--- src/rtl/proc_fetch_unit.sv ---
// Instruction fetch stage: owns the PC, runs the req/ack handshake to imem and applies redirects.
// Optional macro FETCH_TIMEOUT_EN enables an abort with fetch_err after TIMEOUT_CYC unacknowledged cycles.
module proc_fetch_unit #(
    parameter int              PC_W        = 8,
    parameter logic [PC_W-1:0] RESET_PC    = {PC_W{1'b0}},
    parameter int              TIMEOUT_CYC = 15
) (
    input  logic            clk,
    input  logic            rst,
    input  logic            fetch_start_i,
    input  logic            redirect_en_i,
    input  logic [PC_W-1:0] redirect_pc_i,
    output logic            imem_req_o,
    output logic [PC_W-1:0] imem_addr_o,
    input  logic            imem_ack_i,
    input  logic [15:0]     imem_rdata_i,
    output logic [15:0]     instr_o,
    output logic            instr_valid_o,
    output logic [PC_W-1:0] pc_o,
    output logic            busy_o,
    output logic            fetch_err_o
);

    typedef enum logic {IDLE = 1'b0, REQ = 1'b1} state_t;

    localparam logic [PC_W-1:0] PC_ONE = {{(PC_W-1){1'b0}}, 1'b1};

    state_t          state_q, state_d;
    logic [PC_W-1:0] pc_q, pc_d;
    logic [15:0]     instr_q, instr_d;
    logic            instr_valid_q, instr_valid_d;
    logic            imem_req_q, imem_req_d;
    logic [PC_W-1:0] imem_addr_q, imem_addr_d;
    logic            pend_q, pend_d;
    logic [PC_W-1:0] pend_pc_q, pend_pc_d;
    logic [PC_W-1:0] redir_tgt_s;
    logic            redir_any_s;

`ifdef FETCH_TIMEOUT_EN
    localparam int CNT_W = $clog2(TIMEOUT_CYC + 1);
    localparam logic [CNT_W-1:0] CNT_ONE  = {{(CNT_W-1){1'b0}}, 1'b1};
    localparam logic [CNT_W-1:0] CNT_LAST = CNT_W'(TIMEOUT_CYC - 1);
    logic [CNT_W-1:0] cnt_q, cnt_d;
    logic             fetch_err_q, fetch_err_d;
`endif

    // A redirect seen in the completing cycle is the newest target and wins over an older pending one.
    assign redir_any_s = redirect_en_i | pend_q;
    assign redir_tgt_s = redirect_en_i ? redirect_pc_i : pend_pc_q;

    // State and datapath registers.
    always_ff @(posedge clk) begin
        if (rst) begin
            state_q       <= IDLE;
            pc_q          <= RESET_PC;
            instr_q       <= 16'h0000;
            instr_valid_q <= 1'b0;
            imem_req_q    <= 1'b0;
            imem_addr_q   <= {PC_W{1'b0}};
            pend_q        <= 1'b0;
            pend_pc_q     <= {PC_W{1'b0}};
`ifdef FETCH_TIMEOUT_EN
            cnt_q         <= {CNT_W{1'b0}};
            fetch_err_q   <= 1'b0;
`endif
        end else begin
            state_q       <= state_d;
            pc_q          <= pc_d;
            instr_q       <= instr_d;
            instr_valid_q <= instr_valid_d;
            imem_req_q    <= imem_req_d;
            imem_addr_q   <= imem_addr_d;
            pend_q        <= pend_d;
            pend_pc_q     <= pend_pc_d;
`ifdef FETCH_TIMEOUT_EN
            cnt_q         <= cnt_d;
            fetch_err_q   <= fetch_err_d;
`endif
        end
    end

    // Next-state and handshake logic.
    always_comb begin
        state_d       = state_q;
        pc_d          = pc_q;
        instr_d       = instr_q;
        instr_valid_d = 1'b0;
        imem_req_d    = imem_req_q;
        imem_addr_d   = imem_addr_q;
        pend_d        = pend_q;
        pend_pc_d     = pend_pc_q;
`ifdef FETCH_TIMEOUT_EN
        cnt_d         = cnt_q;
        fetch_err_d   = 1'b0;
`endif
        case (state_q)
            IDLE: begin
                if (redirect_en_i) begin
                    pc_d = redirect_pc_i;
                end else begin
                    pc_d = pc_q;
                end
                if (fetch_start_i) begin
                    state_d     = REQ;
                    imem_req_d  = 1'b1;
                    imem_addr_d = redirect_en_i ? redirect_pc_i : pc_q;
                    pend_d      = 1'b0;
`ifdef FETCH_TIMEOUT_EN
                    cnt_d       = {CNT_W{1'b0}};
`endif
                end else begin
                    state_d = IDLE;
                end
            end
            REQ: begin
                if (redirect_en_i) begin
                    pend_d    = 1'b1;
                    pend_pc_d = redirect_pc_i;
                end else begin
                    pend_d    = pend_q;
                end
                if (imem_ack_i) begin
                    state_d       = IDLE;
                    imem_req_d    = 1'b0;
                    instr_d       = imem_rdata_i;
                    instr_valid_d = 1'b1;
                    pend_d        = 1'b0;
                    pc_d          = redir_any_s ? redir_tgt_s : pc_q + PC_ONE;
`ifdef FETCH_TIMEOUT_EN
                end else if (cnt_q == CNT_LAST) begin
                    // Abort delivers a NOP and leaves pc on the failed address so the next fetch retries it.
                    state_d       = IDLE;
                    imem_req_d    = 1'b0;
                    instr_d       = 16'h0000;
                    instr_valid_d = 1'b1;
                    fetch_err_d   = 1'b1;
                    pend_d        = 1'b0;
                    pc_d          = redir_any_s ? redir_tgt_s : pc_q;
                end else begin
                    cnt_d = cnt_q + CNT_ONE;
`else
                end else begin
                    state_d = REQ;
`endif
                end
            end
            default: begin
                state_d    = IDLE;
                imem_req_d = 1'b0;
            end
        endcase
    end

    assign imem_req_o    = imem_req_q;
    assign imem_addr_o   = imem_addr_q;
    assign instr_o       = instr_q;
    assign instr_valid_o = instr_valid_q;
    assign pc_o          = pc_q;
    assign busy_o        = (state_q == REQ);
`ifdef FETCH_TIMEOUT_EN
    assign fetch_err_o   = fetch_err_q;
`else
    assign fetch_err_o   = 1'b0;
`endif

endmodule

--- config.mk ---
export PLATFORM = sky130hd
export DESIGN_NAME = proc_fetch_unit
export DESIGN_NICKNAME = d
export VERILOG_FILES = /design/src/rtl/proc_fetch_unit.sv
export SDC_FILE = /design/constraint.sdc
export NUM_CORES = 1
export LEC_CHECK = 0
export BUFFER_PORTS_ARGS = -buffer_cell sky130_fd_sc_hd__buf_2
export CAP_MARGIN = 30
export CORE_MARGIN = 4
export CORE_UTILIZATION = 54
export CTS_CLUSTER_DIAMETER = 100
export DETAILED_ROUTE_END_ITERATION = 12
export GPL_TIMING_DRIVEN = 0
export PLACE_DENSITY_LB_ADDON = 0.25
export SLEW_MARGIN = 20
export SYNTH_ARGS = -nofsm -noshare
export SYNTH_HDL_FRONTEND = slang
export SYNTH_SLANG_ARGS = --single-unit
--- constraint.sdc ---
create_clock -name clk -period 2.6 [get_ports clk]
set_clock_uncertainty 0.15 [all_clocks]
set_input_delay 0.52 -clock clk [delete_from_list [all_inputs] [get_ports clk]]
set_output_delay 0.52 -clock clk [all_outputs]
set_load 0.005 [all_outputs]
==> reports/metrics.cfg <==
[worst_setup_path]
cp_max_fo = 8
cp-start-kind = flop
endpoint_kind = flop
arrival_ns = 1.66
endpoint = pc_o[2]$_SDFFE_PP0N_
rrSetupSlack_ns = 0.98
path_class = flop to flop
r2r-start = pc_o[0]$_SDFFE_PP0N_
critPathLaunch = pc_o[0]$_SDFFE_PP0N_
r2r-end = pc_o[2]$_SDFFE_PP0N_
rr_worst_depth = 5
crit_required_ns = 2.64

[floorplan]
coreArea_mm2 = 0.00347
row_count = 21
io-pin-count = 65
dieHeight_um = 69.2
die_w_um = 69.2
dieArea_mm2 = 0.00479
initial_core_util_pct = 58.4

[routing]
wl_per_cell_um = 14.8
drtPass1Iterations = 4
vias = 1950
drc_errors = 0
drt_iter0_drc = 214
drtAntennaViolNets = 0
routed_wl_um = 5270
vias_per_cell = 5.49

[clock_tree]
cts_resized = 0
post_cts.repair.setup_buffers = 0
cts_tree = done
cts_made_buffers = 5
root_buffer = clkbuf_8
cts_max_path_buffers = 2
insertion_delay_ns = 0.29
hold_buffers = 0
cts.reportedPaths.clkPinSlew_ns = 0.08
h-tree-depth = 2
cts_num_sinks = 44

[power]
ir_worst_vdd_uv = 807
p_leak_nw = 1.10
power_density_mw_per_mm2 = 591

[cells_and_area]
area_growth_pct = 23.2
antenna_cells = 0
drive_gt1_share_pct = 30.1
nets = 338
finalNonFillerCells = 355
num-fill-cells = 295

[place]
numPortBuffers = 61
hpwl_um = 3820
gp_congestion = 0.900
place_inst = 347
pre_cts_ws_ns = 0.772

[sta]
final.min_clock_period_ns = 1.62
max_freq_mhz = 617
tns_ns = 0
post-route-period-util_pct = 62.4
tightest_slew_ns = 0.555
setup_viol = 0
rsz0062_at_grt = no
worst_slack_ns = 0.978
hold_violations = 0
slew_viol_final = 0
holdWs_ns = 0.303
timing.slew.headroom_pct = 63.0

[global_route]
first_global_vias = 1802
grt_usage_pct = 21.7
grt-ovfl-total = 0
grt_max_degree = 14
grt_pass1_wl_um = 8520
antenna_found_initial = 0

[logic_synthesis]
synth_most_common_cell = nand2_1
synthArstFlopShare_pct = 0
synth_nets = 270
synth.area.top_cells = dfxtp_1 43%, nand2_1 8.5%, a21oi_1 7.9%
synth_edf_count = 0
synth.top_cell.area_share_pct = 43.5
yosys.cell_types.count = 45
ys_seq_elements = 44
yosysSeqAreaShare_pct = 43.5
synthesis.area_mm2 = 0.00203
synth_area_per_cell_um2 = 8.44
ys_warn_count = 0
yosysTopAreaCell = dfxtp_1
ys.flop_type = dfxtp_1
ys_top_cells_by_count = 46 x nand2_1, 44 x dfxtp_1, 32 x a21oi_1, 15 x nor2_1, 12 x nand3_1
synthCells = 240

[worst_hold_path]
whs_path_depth = 2
worstHoldPathType = flop to flop

[run_status]
outcome = finished, final reports clean

[job]
cap_viol_max_count = 0

metal layers:
| layer | part of all wire (%) | wire length (µm) | track usage [%] |
|---|---|---|---|
| met5 | 0 | 0 | 0 |
| met2 | 48 | 2510 | 35.5 |
| met1 | 43 | 2280 | 28.1 |
| met4 | 2.0 | 103 | 6.29 |
| met3 | 7.3 | 385 | 5.80 |
how the worst min path moves through the flow:
stage                               from                   endpoint  slack, ns
2_1_floorplan  pend_pc_q[2]$_SDFFE_PP0P_  pend_pc_q[2]$_SDFFE_PP0P_       0.28
3_3_place_gp     instr_o[0]$_SDFFE_PP0P_    instr_o[0]$_SDFFE_PP0P_       0.29
3_5_place_dp   pend_pc_q[2]$_SDFFE_PP0P_  pend_pc_q[2]$_SDFFE_PP0P_       0.29
4_1_cts                 imem_rdata_i[14]   instr_o[14]$_SDFFE_PP0P_       0.30
5_1_grt                 imem_rdata_i[12]   instr_o[12]$_SDFFE_PP0P_       0.30
6_report        instr_o[10]$_SDFFE_PP0P_   instr_o[10]$_SDFFE_PP0P_       0.30
cells by family (layout without fill, tap and decap cells):
family | after synthesis | count (layout) | synth area share (%)
flip-flops | 44 | 44 | 43.5
adder cells (fa/ha/maj) | 1 | 1 | 0.618
buffers and inverters | 24 | 93 | 7.10
other | 1 | 1 | 0.185
multiplexers | 12 | 12 | 6.18
XOR/XNOR | 1 | 1 | 0.432
AND/OR/NAND/NOR | 94 | 94 | 21.9
AO/OA/AOI/OAI | 63 | 63 | 20.1
final cells by class:
cell class	count	area [µm²]	area share (%)
Tap cell	46	57.6	2.31
Buffer	18	121	4.86
Multi-Input combinational cell	172	1000	40.1
Clock inverter	2	35.0	1.40
Timing Repair Buffer	61	305	12.2
Inverter	6	22.5	0.902
Sequential cell	44	881	35.3
Clock buffer	6	72.6	2.91
critical path, stage by stage (launching register included):
cell and delay, ns:
dfxtp_1 0.49, ha_1 0.27, nand3_1 0.09, a221oi_1 0.26, o21ai_0 0.13, o2111a_1 0.14
registers in the layout, summed over array words and instances, names as in the netlist:
name,count
instr_o,16
imem_addr_o,8
pc_o,8
pend_pc_q,8
busy_o,1
imem_req_o,1
instr_valid_o,1
pend_q,1
placed cells by master, fill, tap and decap left out, drive strengths merged, types with 5 or more instances in the layout:
cell,netlist,final
nor2,15,15
o21ai,5,5
dfxtp,44,44
nand3,12,12
buf,13,74
inv,6,6
a211oi,5,5
a21oi,32,32
nand2b,9,9
clkbuf,5,11
nand2,46,46
mux2i,8,8
where the power goes:
group	internal [mW]	switching, mW
clock network	0.285	0.222
logic	0.105	0.124
registers	0.709	0.0293
total	1.10	0.375
through the flow:
step	area, µm²	total power [mW]	utilization (%)
after floorplan	2030	0.890	-
after global placement	2390	0.976	68.9
after detailed placement	2390	0.982	68.9
after CTS	2500	1.48	72.0
after global routing	2500	1.54	72.0
final	2500	1.47	72.0
No activity file was read; power rests on OpenSTA's default activity.
